[src/rtl/arb_pkg.sv]
// Shared types and sizes for the 4-way round-robin arbiter.
//   N_REQ   : number of requesters
//   SEL_W   : width of the owner index / MUX4 select
//   CNT_W   : width of the hold counter (covers HOLD_MAX up to 255)
//   state_t : arbiter FSM states
package arb_pkg;

  localparam int unsigned N_REQ = 4;
  localparam int unsigned SEL_W = 2;
  localparam int unsigned CNT_W = 8;

  typedef enum logic {
    IDLE = 1'b0,
    BUSY = 1'b1
  } state_t;

  // One-hot grant vector for a requester index.
  function automatic logic [N_REQ-1:0] onehot(input logic [SEL_W-1:0] idx);
    onehot = N_REQ'(1) << idx;
  endfunction

endpackage

[src/rtl/rr_arbiter4_if.sv]
// Arbiter bus bundle.
//   req     : request vector from the requesters
//   done    : completion strobe from the shared resource
//   grant   : one-hot grant
//   sel     : binary owner index (MUX4 select)
//   valid   : a grant is active
//   timeout : pulse when a grant was force-released by the hold limit
// master = requester/resource side, slave = arbiter side.
interface rr_arbiter4_if;
  import arb_pkg::*;

  logic [N_REQ-1:0] req;
  logic             done;
  logic [N_REQ-1:0] grant;
  logic [SEL_W-1:0] sel;
  logic             valid;
  logic             timeout;

  modport master (
    output req, done,
    input  grant, sel, valid, timeout
  );

  modport slave (
    input  req, done,
    output grant, sel, valid, timeout
  );

endinterface

[src/rtl/rr_pick.sv]
// Round-robin pick: first asserted request searching upward from i_ptr,
// wrapping 3 -> 0.
//   i_req    : request vector
//   i_ptr    : highest-priority index for this round
//   o_winner : index of the selected requester (i_ptr when none)
//   o_any    : at least one request is asserted
module rr_pick
  import arb_pkg::*;
(
  input  logic [N_REQ-1:0] i_req,
  input  logic [SEL_W-1:0] i_ptr,
  output logic [SEL_W-1:0] o_winner,
  output logic             o_any
);

  logic [SEL_W-1:0] w_idx;

  // Index arithmetic wraps naturally in SEL_W bits.
  always_comb begin
    o_winner = i_ptr;
    o_any    = 1'b0;
    w_idx    = '0;
    for (int unsigned k = 0; k < N_REQ; k++) begin
      w_idx = i_ptr + SEL_W'(k);
      if (!o_any && i_req[w_idx]) begin
        o_winner = w_idx;
        o_any    = 1'b1;
      end
    end
  end

endmodule

[src/rtl/rr_arbiter4.sv]
// 4-requester round-robin arbiter with hold limit and one-cycle turnaround.
//   clk      : system clock, rising edge
//   rst      : asynchronous active-high reset
//   bus      : rr_arbiter4_if.slave (req/done in, grant/sel/valid/timeout out)
//   HOLD_MAX : maximum cycles a grant is held before forced release (1..255)
module rr_arbiter4
  import arb_pkg::*;
#(
  parameter int unsigned HOLD_MAX = 15
) (
  input  logic         clk,
  input  logic         rst,
  rr_arbiter4_if.slave bus
);

  localparam logic [CNT_W-1:0] HOLD_LAST = CNT_W'(HOLD_MAX - 1);

  state_t           r_state,   w_state_nxt;
  logic [SEL_W-1:0] r_ptr,     w_ptr_nxt;
  logic [CNT_W-1:0] r_cnt,     w_cnt_nxt;
  logic [N_REQ-1:0] r_grant,   w_grant_nxt;
  logic [SEL_W-1:0] r_sel,     w_sel_nxt;
  logic             r_valid,   w_valid_nxt;
  logic             r_timeout, w_timeout_nxt;

  logic [SEL_W-1:0] w_winner;
  logic             w_any;
  logic             w_drop;
  logic             w_hold_hit;

  rr_pick u_pick (
    .i_req    (bus.req),
    .i_ptr    (r_ptr),
    .o_winner (w_winner),
    .o_any    (w_any)
  );

  // r_sel doubles as the owner index while BUSY.
  assign w_drop     = ~bus.req[r_sel];
  assign w_hold_hit = (r_cnt == HOLD_LAST);

  // State and output registers.
  always_ff @(posedge clk or posedge rst) begin
    if (rst) begin
      r_state   <= IDLE;
      r_ptr     <= '0;
      r_cnt     <= '0;
      r_grant   <= '0;
      r_sel     <= '0;
      r_valid   <= 1'b0;
      r_timeout <= 1'b0;
    end else begin
      r_state   <= w_state_nxt;
      r_ptr     <= w_ptr_nxt;
      r_cnt     <= w_cnt_nxt;
      r_grant   <= w_grant_nxt;
      r_sel     <= w_sel_nxt;
      r_valid   <= w_valid_nxt;
      r_timeout <= w_timeout_nxt;
    end
  end

  // Next-state and next-output logic.
  always_comb begin
    w_state_nxt   = r_state;
    w_ptr_nxt     = r_ptr;
    w_cnt_nxt     = r_cnt;
    w_grant_nxt   = r_grant;
    w_sel_nxt     = r_sel;
    w_valid_nxt   = r_valid;
    w_timeout_nxt = 1'b0;

    unique case (r_state)
      IDLE: begin
        // done is ignored here; only requests matter.
        if (w_any) begin
          w_state_nxt = BUSY;
          w_grant_nxt = onehot(w_winner);
          w_sel_nxt   = w_winner;
          w_valid_nxt = 1'b1;
          w_ptr_nxt   = w_winner + SEL_W'(1);
          w_cnt_nxt   = '0;
        end else begin
          w_grant_nxt = '0;
          w_valid_nxt = 1'b0;
        end
      end
      BUSY: begin
        // Release always returns to IDLE, which gives the turnaround gap.
        if (bus.done || w_drop || w_hold_hit) begin
          w_state_nxt   = IDLE;
          w_grant_nxt   = '0;
          w_valid_nxt   = 1'b0;
          w_cnt_nxt     = '0;
          w_timeout_nxt = w_hold_hit && !bus.done && !w_drop;
        end else begin
          // Cannot pass HOLD_LAST: reaching it forces release above.
          w_cnt_nxt = r_cnt + CNT_W'(1);
        end
      end
      default: begin
        w_state_nxt = IDLE;
        w_grant_nxt = '0;
        w_valid_nxt = 1'b0;
      end
    endcase
  end

  assign bus.grant   = r_grant;
  assign bus.sel     = r_sel;
  assign bus.valid   = r_valid;
  assign bus.timeout = r_timeout;

endmodule

[src/flat_wrapper.sv]
// flat-port wrapper written by rule: the top's interface ports become plain ports
module rr_arbiter4_flat import arb_pkg::*;
#(
  parameter int unsigned HOLD_MAX = 15
)
  (clk, rst, bus_req, bus_done, bus_grant, bus_sel, bus_valid, bus_timeout);
  rr_arbiter4_if bus_i ();
  input  logic clk;
  input  logic rst;
  input wire logic [$bits(bus_i.req)-1:0] bus_req;
  input wire logic [$bits(bus_i.done)-1:0] bus_done;
  output wire logic [$bits(bus_i.grant)-1:0] bus_grant;
  output wire logic [$bits(bus_i.sel)-1:0] bus_sel;
  output wire logic [$bits(bus_i.valid)-1:0] bus_valid;
  output wire logic [$bits(bus_i.timeout)-1:0] bus_timeout;
  assign bus_i.req = bus_req;
  assign bus_i.done = bus_done;
  assign bus_grant = bus_i.grant;
  assign bus_sel = bus_i.sel;
  assign bus_valid = bus_i.valid;
  assign bus_timeout = bus_i.timeout;
  rr_arbiter4 #(.HOLD_MAX(HOLD_MAX)) u_core (.clk(clk), .rst(rst), .bus(bus_i));
endmodule
[config.mk]
export PLATFORM = sky130hd
export DESIGN_NAME = rr_arbiter4_flat
export DESIGN_NICKNAME = d
export VERILOG_FILES = /design/src/rtl/arb_pkg.sv /design/src/rtl/rr_arbiter4_if.sv /design/src/rtl/rr_pick.sv /design/src/rtl/rr_arbiter4.sv /design/src/flat_wrapper.sv
export SDC_FILE = /design/constraint.sdc
export NUM_CORES = 1
export LEC_CHECK = 0
export CAP_MARGIN = 20
export CORE_MARGIN = 5
export CORE_UTILIZATION = 50
export DETAILED_ROUTE_END_ITERATION = 10
export DONT_BUFFER_PORTS = 1
export SLEW_MARGIN = 20
export SYNTH_ARGS = -nofsm -noshare
export SYNTH_HDL_FRONTEND = slang
export SYNTH_HIERARCHICAL = 1
export SYNTH_SLANG_ARGS = --single-unit
[constraint.sdc]
create_clock -name clk -period 5.78 [get_ports clk]
set_input_delay 0 -clock clk [delete_from_list [all_inputs] [get_ports clk]]
set_output_delay 0 -clock clk [all_outputs]
set_load 0.01 [all_outputs]
==> results.md, run 1 <==
Outcome:
- The run finished with clean final reports.

Worst setup path:
- The required time at the endpoint of the critical path is 5.98 ns.
- The element type at the critical path start is a flop.
- The maximum fanout encountered on the critical timing path is 7.
- At the worst endpoint, the arrival time is 2.30 ns.
- The category of the most critical setup path is reg2reg.
- The worst register-to-register path has a setup slack of 3.67 ns.
- The sort of element at the end of the critical path is a flop.

Clock tree:
- In this run the number of H-tree levels came out at 1.
- Counting along the longest clock path gives a buffer depth of 2.
- Clock-pin slew was measured on the worst setup and hold paths at 0.12 ns.
- Clock tree synthesis found a total of 19 sinks.
- The later-pin clock latency in the skew report is 0.30 ns.
- The number of buffers inserted during clock tree synthesis is 3.
- The number of setup buffers added after CTS is 0.
- TritonCTS built the clock tree.
- The clock tree root buffer cell is clkbuf_4.

Route:
- The post-detailed-route count of antenna-violating nets is 0.
- Using the TritonRoute via totals, the vias-per-cell ratio works out to 5.57.
- The number of violations reported at the end of detailed-routing iteration 0 is 12.
- In the routed design, unresolved DRC markers number 0.
- For this run, the detailed router's first-pass iteration total came to 4.
- The wire length per cell after detailed routing is 14.1 um.
- The routed layout has 769 vias.
- Summed over all layers, the routed wires come to 1950 um.

Synthesis:
- The synthesized netlist occupies a cell area of 1050 um^2.
- After technology mapping, the gate count stands at 109.
- The share of the Yosys chip area taken by registers is 0.452.
- In this run, distinct cell masters in the synthesized netlist total 30.
- Of the post-synthesis cell area, the dominant cell type holds 0.452.
- The post-synthesis area per instance is 9.64 um^2.
- Ranked by total cell area, the synthesized netlist is headed by dfrtp_1, ha_1, nand2_1, mux2i_1, a22o_1.
- Summed over all instances, the cell type with the most area after synthesis is dfrtp_1.
- The yosys synthesis warning count is 6.
- Synthesis produced a netlist with a net count of 122.
- The number of storage elements in the synthesis netlist is 19.

Power and ir drop:
- The part of the total power dissipated in the clock network is 0.168.
- The share of total power dissipated in combinational logic is 0.310.
- The worst supply voltage drop on vdd is 0.221 mV.
- The power share of the sequential group is 0.522.
- Of the total power, the share spent switching nets is 0.396.
- The areal power density over the cells is 374 nW/um^2.
- For this design the total switching power over the nets is 0.163 mW.
- The internal power consumption is 0.249 mW.
- Summed over all cells, the static leakage comes to 0.498 nW.

Cells and area:
- The share of final-layout standard cells stronger than drive strength 1 is 0.0541.
- The library cells used most frequently in the layout, excluding fill and tap cells, are dfrtp_1, nand2_1, o21ai_0.
- Relative to the synthesized area, the layout overhead comes to 4.88%.
- The leading cell type in the layout, fill and taps excluded is dfrtp_1.
- The number of antenna diodes is 0.
- After the last flow step, the layout net total stands at 125.
- The final design area excluding fillers is 1100 um^2.

STA:
- Setup repair after global routing left no endpoint under its margin.
- Measured against its own limit, the worst slew margin works out to 0.468.
- Derived from the worst setup path, the maximum achievable clock frequency is 0.475 GHz.
- The number of hold violations in the final report is 0.
- The post-route clock period utilization is 0.365.
- For the pin with the worst max-slew slack, the measured transition is 0.798 ns.
- The final worst clock skew is 0.00226 ns.
- The setup-violating endpoint count in the final report is 0.
- Setup total negative slack on the finished layout was measured at 0 ns.
- The worst path needs 2.11 ns of the cycle, external delays included.
- The count of final max-slew check failures is 0.

GRT:
- The first global-routing pass estimated 3340 um of wire.
- The number of global-route vias before repair is 710.
- The overall routing resource usage is 0.134.
- The global route total overflow is 0.
- Entering global routing, the biggest net connects 20 pins.
- The number of antenna violations at the first check in global routing is 0.

Floorplan:
- The core region is 1980 um^2.
- The starting density of the core is 0.530.
- From bottom edge to top edge, the die measures 55.8 um.
- The width of the die is 55.8 um.
- 15 I/O pins were placed.
- Row generation in the floorplan step produced 16 rows.
- The die covers 3120 um^2.

Placed design:
- The number of buffer cells added on primary ports is 0.
- The global placer's final weighted congestion is 0.717.
- The sum of net half-perimeters after detailed placement is 1420 um.
- Once placement finished, the instance area stood at 1060 um^2.

Min path:
- The kind of path behind the tightest hold check is in2reg.

Run:
- Across the run, the number of max-cap violations was 0.
==> through the flow <==
stage | instances | utilization | worst slack, ns | hold slack [ns] | total power, mW
global route | 138 | 0.556 | 3.46 | 0.0922 | 0.449
detailed placement | 133 | 0.537 | 3.69 | 0.0560 | 0.347
floorplan | 109 | - | 3.76 | -0.0489 | 0.320
finish | 138 | 0.556 | 3.67 | 0.0650 | 0.412
CTS | 138 | 0.556 | 3.66 | 0.0615 | 0.417
global placement | 133 | 0.537 | 3.69 | 0.0482 | 0.347
==> cell type report <==
type | instances | area, um^2
Sequential cell | 19 | 475
Inverter | 6 | 22.5
Timing Repair Buffer | 1 | 10.0
Clock buffer | 3 | 22.5
Multi-Input combinational cell | 81 | 533
Tap cell | 27 | 33.8
Fill cell | 182 | 880
Clock inverter | 1 | 5.00
==> critical path: stages, from the launching register on <==
cell and delay, ns:
dfrtp_1 0.45, inv_1 0.08, ha_1 0.13, or4b_1 0.44, or3_1 0.45, and2_4 0.24
a22o_1 0.23
==> state kept, by name (all words and copies together), names as in the netlist <==
register	count
u_core/r_state	1
u_core/bus.timeout	1
u_core/bus.sel	2
u_core/r_cnt	8
u_core/bus.valid	1
u_core/bus.grant	4
u_core/r_ptr	2
==> power by group through the flow <==
| stage | logic, mW | registers (mW) | clock network, mW |
|---|---|---|---|
| after floorplan | 0.111 | 0.209 | 0 |
| after global routing | 0.150 | 0.222 | 0.0772 |
| after CTS | 0.129 | 0.217 | 0.0712 |
| after global placement | 0.128 | 0.218 | 0 |
| final | 0.128 | 0.215 | 0.0692 |
| after detailed placement | 0.128 | 0.219 | 0 |
==> cells in the mapped netlist, drive strengths merged <==
library cell	instances
a31oi	3
or3b	1
o21ai	7
a31o	1
a21o	2
o31ai	1
and3	1
clkbuf	1
buf	2
a21oi	2
nor2	6
and4	1
nand4b	1
nand2b	3
and2	2
dfrtp	19
ha	6
o22ai	1
nand3	5
nand3b	2
or3	2
a22o	5
or4b	1
a221oi	1
mux2i	6
inv	6
nand2	18
nor2b	3
==> path summary, 6_finish.rpt <==
kind,depth (start not counted),from,end
hold reg to reg,1,u_core/r_cnt[7]$_DFFE_PP0P_,u_core/r_cnt[7]$_DFFE_PP0P_
hold / removal,3,bus_req[0],u_core/r_ptr[0]$_DFFE_PP0P_
min in group asynchronous,2,rst,u_core/r_cnt[3]$_DFFE_PP0P_
max in group asynchronous,2,rst,u_core/r_cnt[4]$_DFFE_PP0P_
setup / recovery,6,u_core/r_cnt[0]$_DFFE_PP0P_,u_core/bus.grant[3]$_DFFE_PP0P_
setup reg to reg,6,u_core/r_cnt[0]$_DFFE_PP0P_,u_core/bus.grant[3]$_DFFE_PP0P_
==> per-layer routing <==
metal | vias up | share of wire | global-route usage | routed length [um]
met5 | - | 0 | 0 | 0
met4 | 0 | 0.0067 | 0.0508 | 13
met3 | 2 | 0.040 | 0.0302 | 77
met2 | 16 | 0.50 | 0.220 | 966
met1 | 363 | 0.46 | 0.172 | 891
li1 | 388 | - | - | -
==> timing repair <==
item,CTS,global route
hold endpoints to repair,19,0
hold buffers,1,0
resized for setup,0,0
==> cell families (layout without fill, tap and decap cells) <==
logic type | count (synthesis) | in the layout | synth area share
AO/OA/AOI/OAI | 23 | 23 | 0.152
AND/OR/NAND/NOR | 46 | 46 | 0.226
buffers and inverters | 9 | 11 | 0.0405
multiplexers | 6 | 6 | 0.0571
flip-flops | 19 | 19 | 0.452
adder cells (fa/ha/maj) | 6 | 6 | 0.0714
No activity file was read; power rests on OpenSTA's default activity.
==> run 2: changes to the inputs <==
--- a/config.mk
+++ b/config.mk
@@ -10,6 +10,7 @@
 export CORE_UTILIZATION = 50
 export DETAILED_ROUTE_END_ITERATION = 10
 export DONT_BUFFER_PORTS = 1
+export PLACE_DENSITY = 0.68
 export SLEW_MARGIN = 20
 export SYNTH_ARGS = -nofsm -noshare
 export SYNTH_HDL_FRONTEND = slang
==> constraint.sdc (replaced) <==
create_clock -name clk -period 1.7 [get_ports clk]
set_input_delay 0 -clock clk [delete_from_list [all_inputs] [get_ports clk]]
set_output_delay 0 -clock clk [all_outputs]
set_load 0.01 [all_outputs]
==> results.md, run 2 (synthesized netlist as in run 1, its figures left out) <==
Clock tree:
- The longest clock path from root to sink contains 2 buffers.
- In this run the number of H-tree levels came out at 1.
- The clock tree root buffer cell is clkbuf_4.
- The tree built by TritonCTS fans out to 19 sinks.
- The clock transition at the registers of the reported paths is 0.10 ns.
- At the later pin of the worst-skew pair, clock insertion delay measures 0.29 ns.
- The number of buffers inserted during clock tree synthesis is 3.
- TritonCTS built the clock tree.

Route:
- The number of violations reported at the end of detailed-routing iteration 0 is 20.
- The first detailed-routing pass took 5 iterations.
- In the routed layout, each cell is associated on average with a via count of 5.40.
- The final wirelength is 1950 um.
- The routed layout has 804 vias.
- The detail route stage leaves a number of antenna-violating nets equal to 0.
- In the routed design, unresolved DRC markers number 0.
- In the final routed layout, each cell accounts on average for 13.1 um.

STA:
- In the post-route analysis, the smallest setup slack over all paths is -0.208 ns.
- Setup repair after global routing could not meet its margin everywhere.
- The upper clock frequency limit is 0.524 GHz.
- The number of hold violations in the final report is 0.
- The count of final max-slew check failures came to 0.
- The worst-case headroom to the max-slew limit is 0.533.
- At the pin with the least slew margin, the transition time is 0.700 ns.
- The final worst clock skew is 0.00733 ns.
- After routing, the total negative slack on setup checks comes to -1.79 ns.
- The setup-violating endpoint count in the final report is 13.
- The shortest clock period the worst path allows after layout is 1.91 ns.
- Final hold analysis gives a worst-case slack of 0.113 ns.
- Dividing the final minimum period by the clock period gives 1.12.

Power and ir drop:
- The total power is 1.47 mW.
- The areal power density over the cells is 1230 nW/um^2.
- The worst supply voltage drop on vdd is 0.864 mV.
- The leakage power of the design is 0.553 nW.

Outcome:
- The final reports fail on setup timing.
- The run finished, with violations left.

Worst setup path:
- The category of cells accounting for the largest share of critical-path delay is simple AND/OR/NAND/NOR gates.
- The required time at the endpoint of the critical path is 1.88 ns.
- At the worst endpoint, the arrival time is 2.09 ns.
- Traced cell by cell, the critical path runs through inv_1 -> ha_1 -> or4b_1 -> or3_4 -> and2_4 -> a22o_1.
- The worst register-to-register path ends at u_core/bus.grant[1]$_DFFE_PP0P_.
- The slowest stage of the critical path belongs to the cell or4b_1.
- STA classifies the critical path endpoint as a flop.
- The startpoint of the worst-slack reg-to-reg timing path is u_core/r_cnt[0]$_DFFE_PP0P_.
- The most critical setup path has its endpoint at u_core/bus.grant[1]$_DFFE_PP0P_.
- For this run, the slowest stage of the critical path takes 0.43 ns.
- The buffering stage count on the worst path with inverters included is 1.
- The element type at the critical path start is a flop.
- The logic depth of the worst path, buffers included is 6.
- The slack of the worst reg-to-reg path is -0.21 ns.
- The critical path is of the reg2reg type.
- The maximum fanout encountered on the critical timing path is 6.
- In this run the worst setup path begins at u_core/r_cnt[0]$_DFFE_PP0P_.
- The worst reg2reg path depth is 6.

Cells and area:
- The final cell count without fillers is 149.
- The growth of design area from synthesis to finish is 13.3%.
- The number of antenna diodes is 0.
- The filler cell count in the final layout is 165.
- Of the cells placed in the final design, the portion with a size suffix greater than 1 is 0.148.
- u_core/r_cnt holds more flip-flops than any other register.
- The post-layout net count is 136.
- The leading cell type in the layout, fill and taps excluded is dfrtp_1.
- The top cell types in the final layout, fill and taps aside, are dfrtp_1, nand2_1, buf_4.
- The flip-flop count of the largest register, all copies and words added is 8.

Run:
- The number of max-capacitance violations reported is 0.

Placed design:
- Including well taps, the total number of placed cells is 143.
- The global placer's final weighted congestion is 0.850.
- The count of buffers added on input and output ports is 0.
- The sum of net half-perimeters after detailed placement is 1450 um.

Floorplan:
- The initial utilization of the core area, before any placement, comes to 0.530.
- The floorplan step defined a die boundary enclosing 3120 um^2.
- Pin placement for this block handled 15 I/O pins.
- After floorplanning, the core was divided into 16 placement rows.
- The die is 55.8 um wide.
- In this run the standard cell core region covers 1980 um^2.
- The height of the die is 55.8 um.

GRT:
- For this run the aggregate overflow at the end of global routing stands at 0.
- The overall routing resource usage is 0.142.
- The largest net degree at the start of global routing is 20.
- The first-pass GRT wire length is 3510 um.
- The number of antenna violations at the first check in global routing came to 0.
- The number of global-route vias before repair is 809.

Min path:
- The kind of path behind the tightest hold check is in2reg.
==> run 2: cell types whose count changed in the layout (fill, tap and decap cells not counted), sizes merged <==
| cell | change |
|---|---|
| clkbuf | +1 |
| buf | +11 |
| clkinv | -1 |
==> run 2: how the worst min path moves through the flow <==
stage	slack (ns)	end	from	cells past startpoint
2_1_floorplan	-0.05	u_core/bus.grant[0]$_DFFE_PP0P_	rst	1
3_3_place_gp	0.04	u_core/r_cnt[7]$_DFFE_PP0P_	rst	1
3_5_place_dp	0.05	u_core/bus.timeout$_DFF_PP0_	rst	1
4_1_cts	0.1	u_core/bus.sel[1]$_DFFE_PP0P_	bus_req[1]	4
5_1_grt	0.12	u_core/bus.sel[1]$_DFFE_PP0P_	bus_req[1]	4
6_report	0.11	u_core/bus.sel[1]$_DFFE_PP0P_	bus_req[1]	4
==> run 2: final cells by class <==
type,count,area [um^2],share of cell area
clock buffers,4,26.3,0.0221
inverters,6,22.5,0.0189
multi-input cells,81,541,0.454
flip-flops and latches,19,475,0.399
well taps,27,33.8,0.0284
repair buffers,12,92.6,0.0777
==> run 2: worst reg2reg max path, delay by kind of cell, from the launching register on <==
kind,cells,cell delay (ns)
AND/OR/NAND/NOR,3,1.01
flip-flops,1,0.39
AO/OA/AOI/OAI,1,0.23
adder cells (fa/ha/maj),1,0.12
buffers and inverters,1,0.06
==> run 2: power breakdown <==
group | internal (mW) | total (mW) | switching [mW]
logic | 0.251 | 0.550 | 0.299
clock network | 0.0912 | 0.219 | 0.128
registers | 0.574 | 0.697 | 0.124
total | 0.916 | 1.47 | 0.551
==> run 2: metal layers <==
layer  track usage  vias up  share of wire
met3        0.0487        2          0.058
met4        0.0475        0         0.0077
met5             0        -              0
met2         0.236       20           0.48
met1         0.171      371           0.45
li1              -      411              -
==> run 2: repair_timing <==
item	CTS	global route
pin swaps	3	1
hold buffers	1	0
endpoints found under the hold margin	19	0
setup endpoints to repair	14	14
gates resized for setup	1	1
setup buffers	1	0
==> run 2: through the flow <==
stage               area [um^2]   util  setup slack [ns]
finish                     1190  0.601            -0.208
floorplan                  1050      -            -0.323
global route               1190  0.601            -0.262
global placement           1140  0.575            -0.183
detailed placement         1140  0.575            -0.211
CTS                        1190  0.600            -0.187
==> run 3: changes to the inputs <==
--- a/config.mk
+++ b/config.mk
@@ -14,5 +14,4 @@
 export SLEW_MARGIN = 20
 export SYNTH_ARGS = -nofsm -noshare
 export SYNTH_HDL_FRONTEND = slang
-export SYNTH_HIERARCHICAL = 1
 export SYNTH_SLANG_ARGS = --single-unit
==> results.md, run 3 <==
Outcome:
- The flow ran to the end, and the final reports show no timing, DRC or antenna violations.

Cells and area:
- The flip-flop count of the largest register, all copies and words added is 8.
- The number of antenna diodes is 0.
- Compared with the post-synthesis result, the final layout area differs by 13.5%.
- In the layout the commonest cells are dfrtp_1, nand2_1, buf_4.
- The leading cell type in the layout, fill and taps excluded is dfrtp_1.
- The utilization of the core after routing is 0.602.
- The top register by number of flip-flops is u_core.r_cnt.
- The share of final-layout standard cells stronger than drive strength 1 is 0.190.
- The final layout contains 130 nets.

STA:
- Setup repair after global routing could not meet its margin everywhere.
- Setup violations remaining at the end of the flow were counted as 0.
- Adding up every negative setup slack in the final design gives 0 ns.
- The count of final max-slew check failures came to 0.
- The upper clock frequency limit is 0.592 GHz.
- For the pin with the worst max-slew slack, the measured transition is 0.709 ns.
- In the finished design, the share of the clock period the worst path needs comes to 0.993.
- Between clock sinks in the finished design, the worst skew comes to 0.00470 ns.
- The shortest clock period the worst path allows after layout is 1.69 ns.
- Headroom to the max-slew limit came out at 0.527.
- The number of hold violations in the final report is 0.

Min path:
- The tightest min-delay check is of the in2reg type.
- The end of the worst hold path is u_core.r_ptr[0]$_DFFE_PP0P_.
- The origin of the worst min-delay path is bus_req[1].
- The worst hold path was traced through 2 stages.

Power and ir drop:
- The leakage power of the design is 0.541 nW.
- In this run the power density over the cells is 1240 nW/um^2.
- The worst supply voltage drop on vdd is 0.793 mV.

Synthesis:
- The most numerous cell in the Yosys netlist is dfrtp_1.
- The number of flops mapped to enable cells by yosys is 0.
- When the netlist entered floorplanning its net count stood at 118.
- By area the synthesized netlist is led by dfrtp_1, ha_1, mux2i_1, a22o_1, nand2_1.
- The sequential area share after synthesis is 0.452.
- The post-synth design cell area is 1050 um^2.
- Synthesis produced a netlist whose cell count is 105.
- Of the post-synthesis cell area, the dominant cell type holds 0.452.
- Dividing the synthesized area by the synthesized cell count gives 10.0 um^2.
- The yosys synthesis warning count is 0.
- By count the netlist is led by dfrtp_1, nand2_1, ha_1, inv_1, o21ai_0.
- The primary flip-flop cell chosen by synthesis mapping is dfrtp_1.
- Of all cell types, the one taking the most synthesized area is dfrtp_1.
- The fraction of synthesis flops using an asynchronous set or reset pin is 1.00.
- The number of storage elements in the synthesis netlist is 19.
- The number of distinct library cell variants in the gate-level netlist after synthesis is 36.

Floorplan:
- The initialized floorplan defines 16 standard-cell rows.
- The initial utilization of the core area, before any placement, comes to 0.530.
- The core box area is 1980 um^2.
- In this run the vertical extent of the chip is 55.8 um.
- The floorplan die area is 3120 um^2.
- Pin placement for this block handled 15 I/O pins.
- The die is 55.8 um wide.

Clock tree:
- The clock transition at the registers of the reported paths is 0.11 ns.
- In this run the clock root is driven by a clkbuf_4.
- TritonCTS built the clock tree.
- The sink count of the clock tree is 19.
- Counting along the longest clock path gives a buffer depth of 2.
- At the later pin of the worst-skew pair, clock insertion delay measures 0.30 ns.
- The H-tree level count is 1.
- The number of buffers inserted during clock tree synthesis is 3.

GRT:
- The overall routing resource usage is 0.138.
- The first-pass GRT wire length is 3490 um.
- The number of global-route vias before repair came to 772.
- The total overflow left after global routing is 0.
- Entering global routing, the biggest net connects 20 pins.
- The number of antenna violations at the first check in global routing is 0.

Worst setup path:
- The worst setup path is captured at a flop.
- The worst reg2reg path depth is 6.
- The maximum fanout encountered on the critical timing path is 6.
- The worst setup path is launched from a flop.
- The slack of the worst reg-to-reg path is 0.01 ns.
- The worst register-to-register path ends at u_core.bus.grant[1]$_DFFE_PP0P_.
- The category of the most critical setup path is reg2reg.
- The endpoint arrival time on the critical path is 1.88 ns.
- The startpoint of the worst-slack reg-to-reg timing path is u_core.r_cnt[0]$_DFFE_PP0P_.
- STA puts the critical path data required time at 1.89 ns.

Route:
- In this run, the number of DRC markers left after iteration 0 of detailed routing was 6.
- The pre-antenna-repair detailed-routing pass consisted of 4 iterations.
- The number of vias after detailed routing is 787.
- The average vias per placed instance is 5.50.
- The final wirelength is 1960 um.
- The final routed DRC violation total is 0.
- The count of nets left with antenna violations once routing finished came out at 0.
- After detailed routing, the average wire length per cell comes to 13.7 um.

Placed design:
- The global placer's final weighted congestion is 0.795.
- The number of buffer cells added on primary ports is 0.
- The sum of net half-perimeters after detailed placement is 1450 um.

Run:
- The tool flagged a number of max-cap violations equal to 0.
-- run 3: changes by cell type in the layout (fill, tap and decap cells not counted), sizes merged, moves of 2 or more --
cell	before	now
mux2	0	2
nor2	6	4
nand2b	3	1
a21oi	2	4
nand2	18	10
buf	11	9
dlygate4sd3	1	3
-- run 3: stage by stage --
stage / cells / setup slack, ns / hold slack, ns / total power [mW] / instance area (um^2)
2_1_floorplan: 105 / -0.100 / -0.0489 / 1.11 / 1050
3_3_place_gp: 136 / 0.0654 / 0.0398 / 1.23 / 1120
3_5_place_dp: 136 / 0.0135 / 0.0438 / 1.25 / 1120
4_1_cts: 143 / 0.0273 / 0.0323 / 1.49 / 1190
5_1_grt: 143 / -0.0467 / 0.0304 / 1.61 / 1190
6_report: 143 / 0.0117 / 0.0526 / 1.48 / 1190
-- run 3: cell families (layout without fill, tap and decap cells) --
kind of cell             after synthesis  in the layout  synth area share
AO/OA/AOI/OAI                         26             26             0.167
multiplexers                           7              7            0.0690
AND/OR/NAND/NOR                       36             36             0.190
adder cells (fa/ha/maj)                6              6            0.0714
flip-flops                            19             19             0.452
buffers and inverters                 11             22            0.0500
-- run 3: power by group --
group | internal (mW) | switching (mW)
registers | 0.575 | 0.156
clock network | 0.0894 | 0.145
logic | 0.256 | 0.255
-- run 3: worst max-delay path by stage --
stage,to,start,cells after the start
CTS,u_core.bus.grant[1]$_DFFE_PP0P_,u_core.r_cnt[0]$_DFFE_PP0P_,6
finish,u_core.bus.grant[1]$_DFFE_PP0P_,u_core.r_cnt[0]$_DFFE_PP0P_,6
global placement,u_core.bus.grant[1]$_DFFE_PP0P_,u_core.r_cnt[0]$_DFFE_PP0P_,6
global route,u_core.bus.grant[1]$_DFFE_PP0P_,u_core.r_cnt[0]$_DFFE_PP0P_,6
floorplan,u_core.bus.grant[0]$_DFFE_PP0P_,u_core.r_cnt[0]$_DFFE_PP0P_,8
detailed placement,u_core.r_state$_DFF_PP0_,u_core.r_cnt[0]$_DFFE_PP0P_,7
-- run 3: routing by layer --
layer / vias up / GRT usage / part of all wire
li1: 402 / - / -
met1: 369 / 0.178 / 0.49
met2: 16 / 0.221 / 0.45
met3: 0 / 0.0418 / 0.055
met4: 0 / 0.0441 / 0
met5: - / 0 / 0
-- run 3: area by class of cell --
type,instances,area (um^2)
fillers,165,790
multi-input cells,75,529
flip-flops and latches,19,475
repair buffers,12,101
well taps,27,33.8
clock buffers,3,22.5
inverters,6,22.5
clock inverters,1,7.51
-- run 3: what timing repair did --
| action | 4_1_cts | 5_1_grt |
|---|---|---|
| setup endpoints to repair | 4 | 11 |
| hold buffers | 3 | 0 |
| hold endpoints to repair | 20 | 0 |
| setup buffers | 0 | 0 |
| pin swaps | 0 | 1 |
| gates resized for setup | 1 | 2 |
-- run 3: critical path, stage by stage (launching register included) --
cell and delay [ns]:
dfrtp_1 0.40, inv_1 0.06, ha_1 0.14, nand4b_1 0.10, or4_4 0.45, and2_4 0.20, a22o_1 0.23
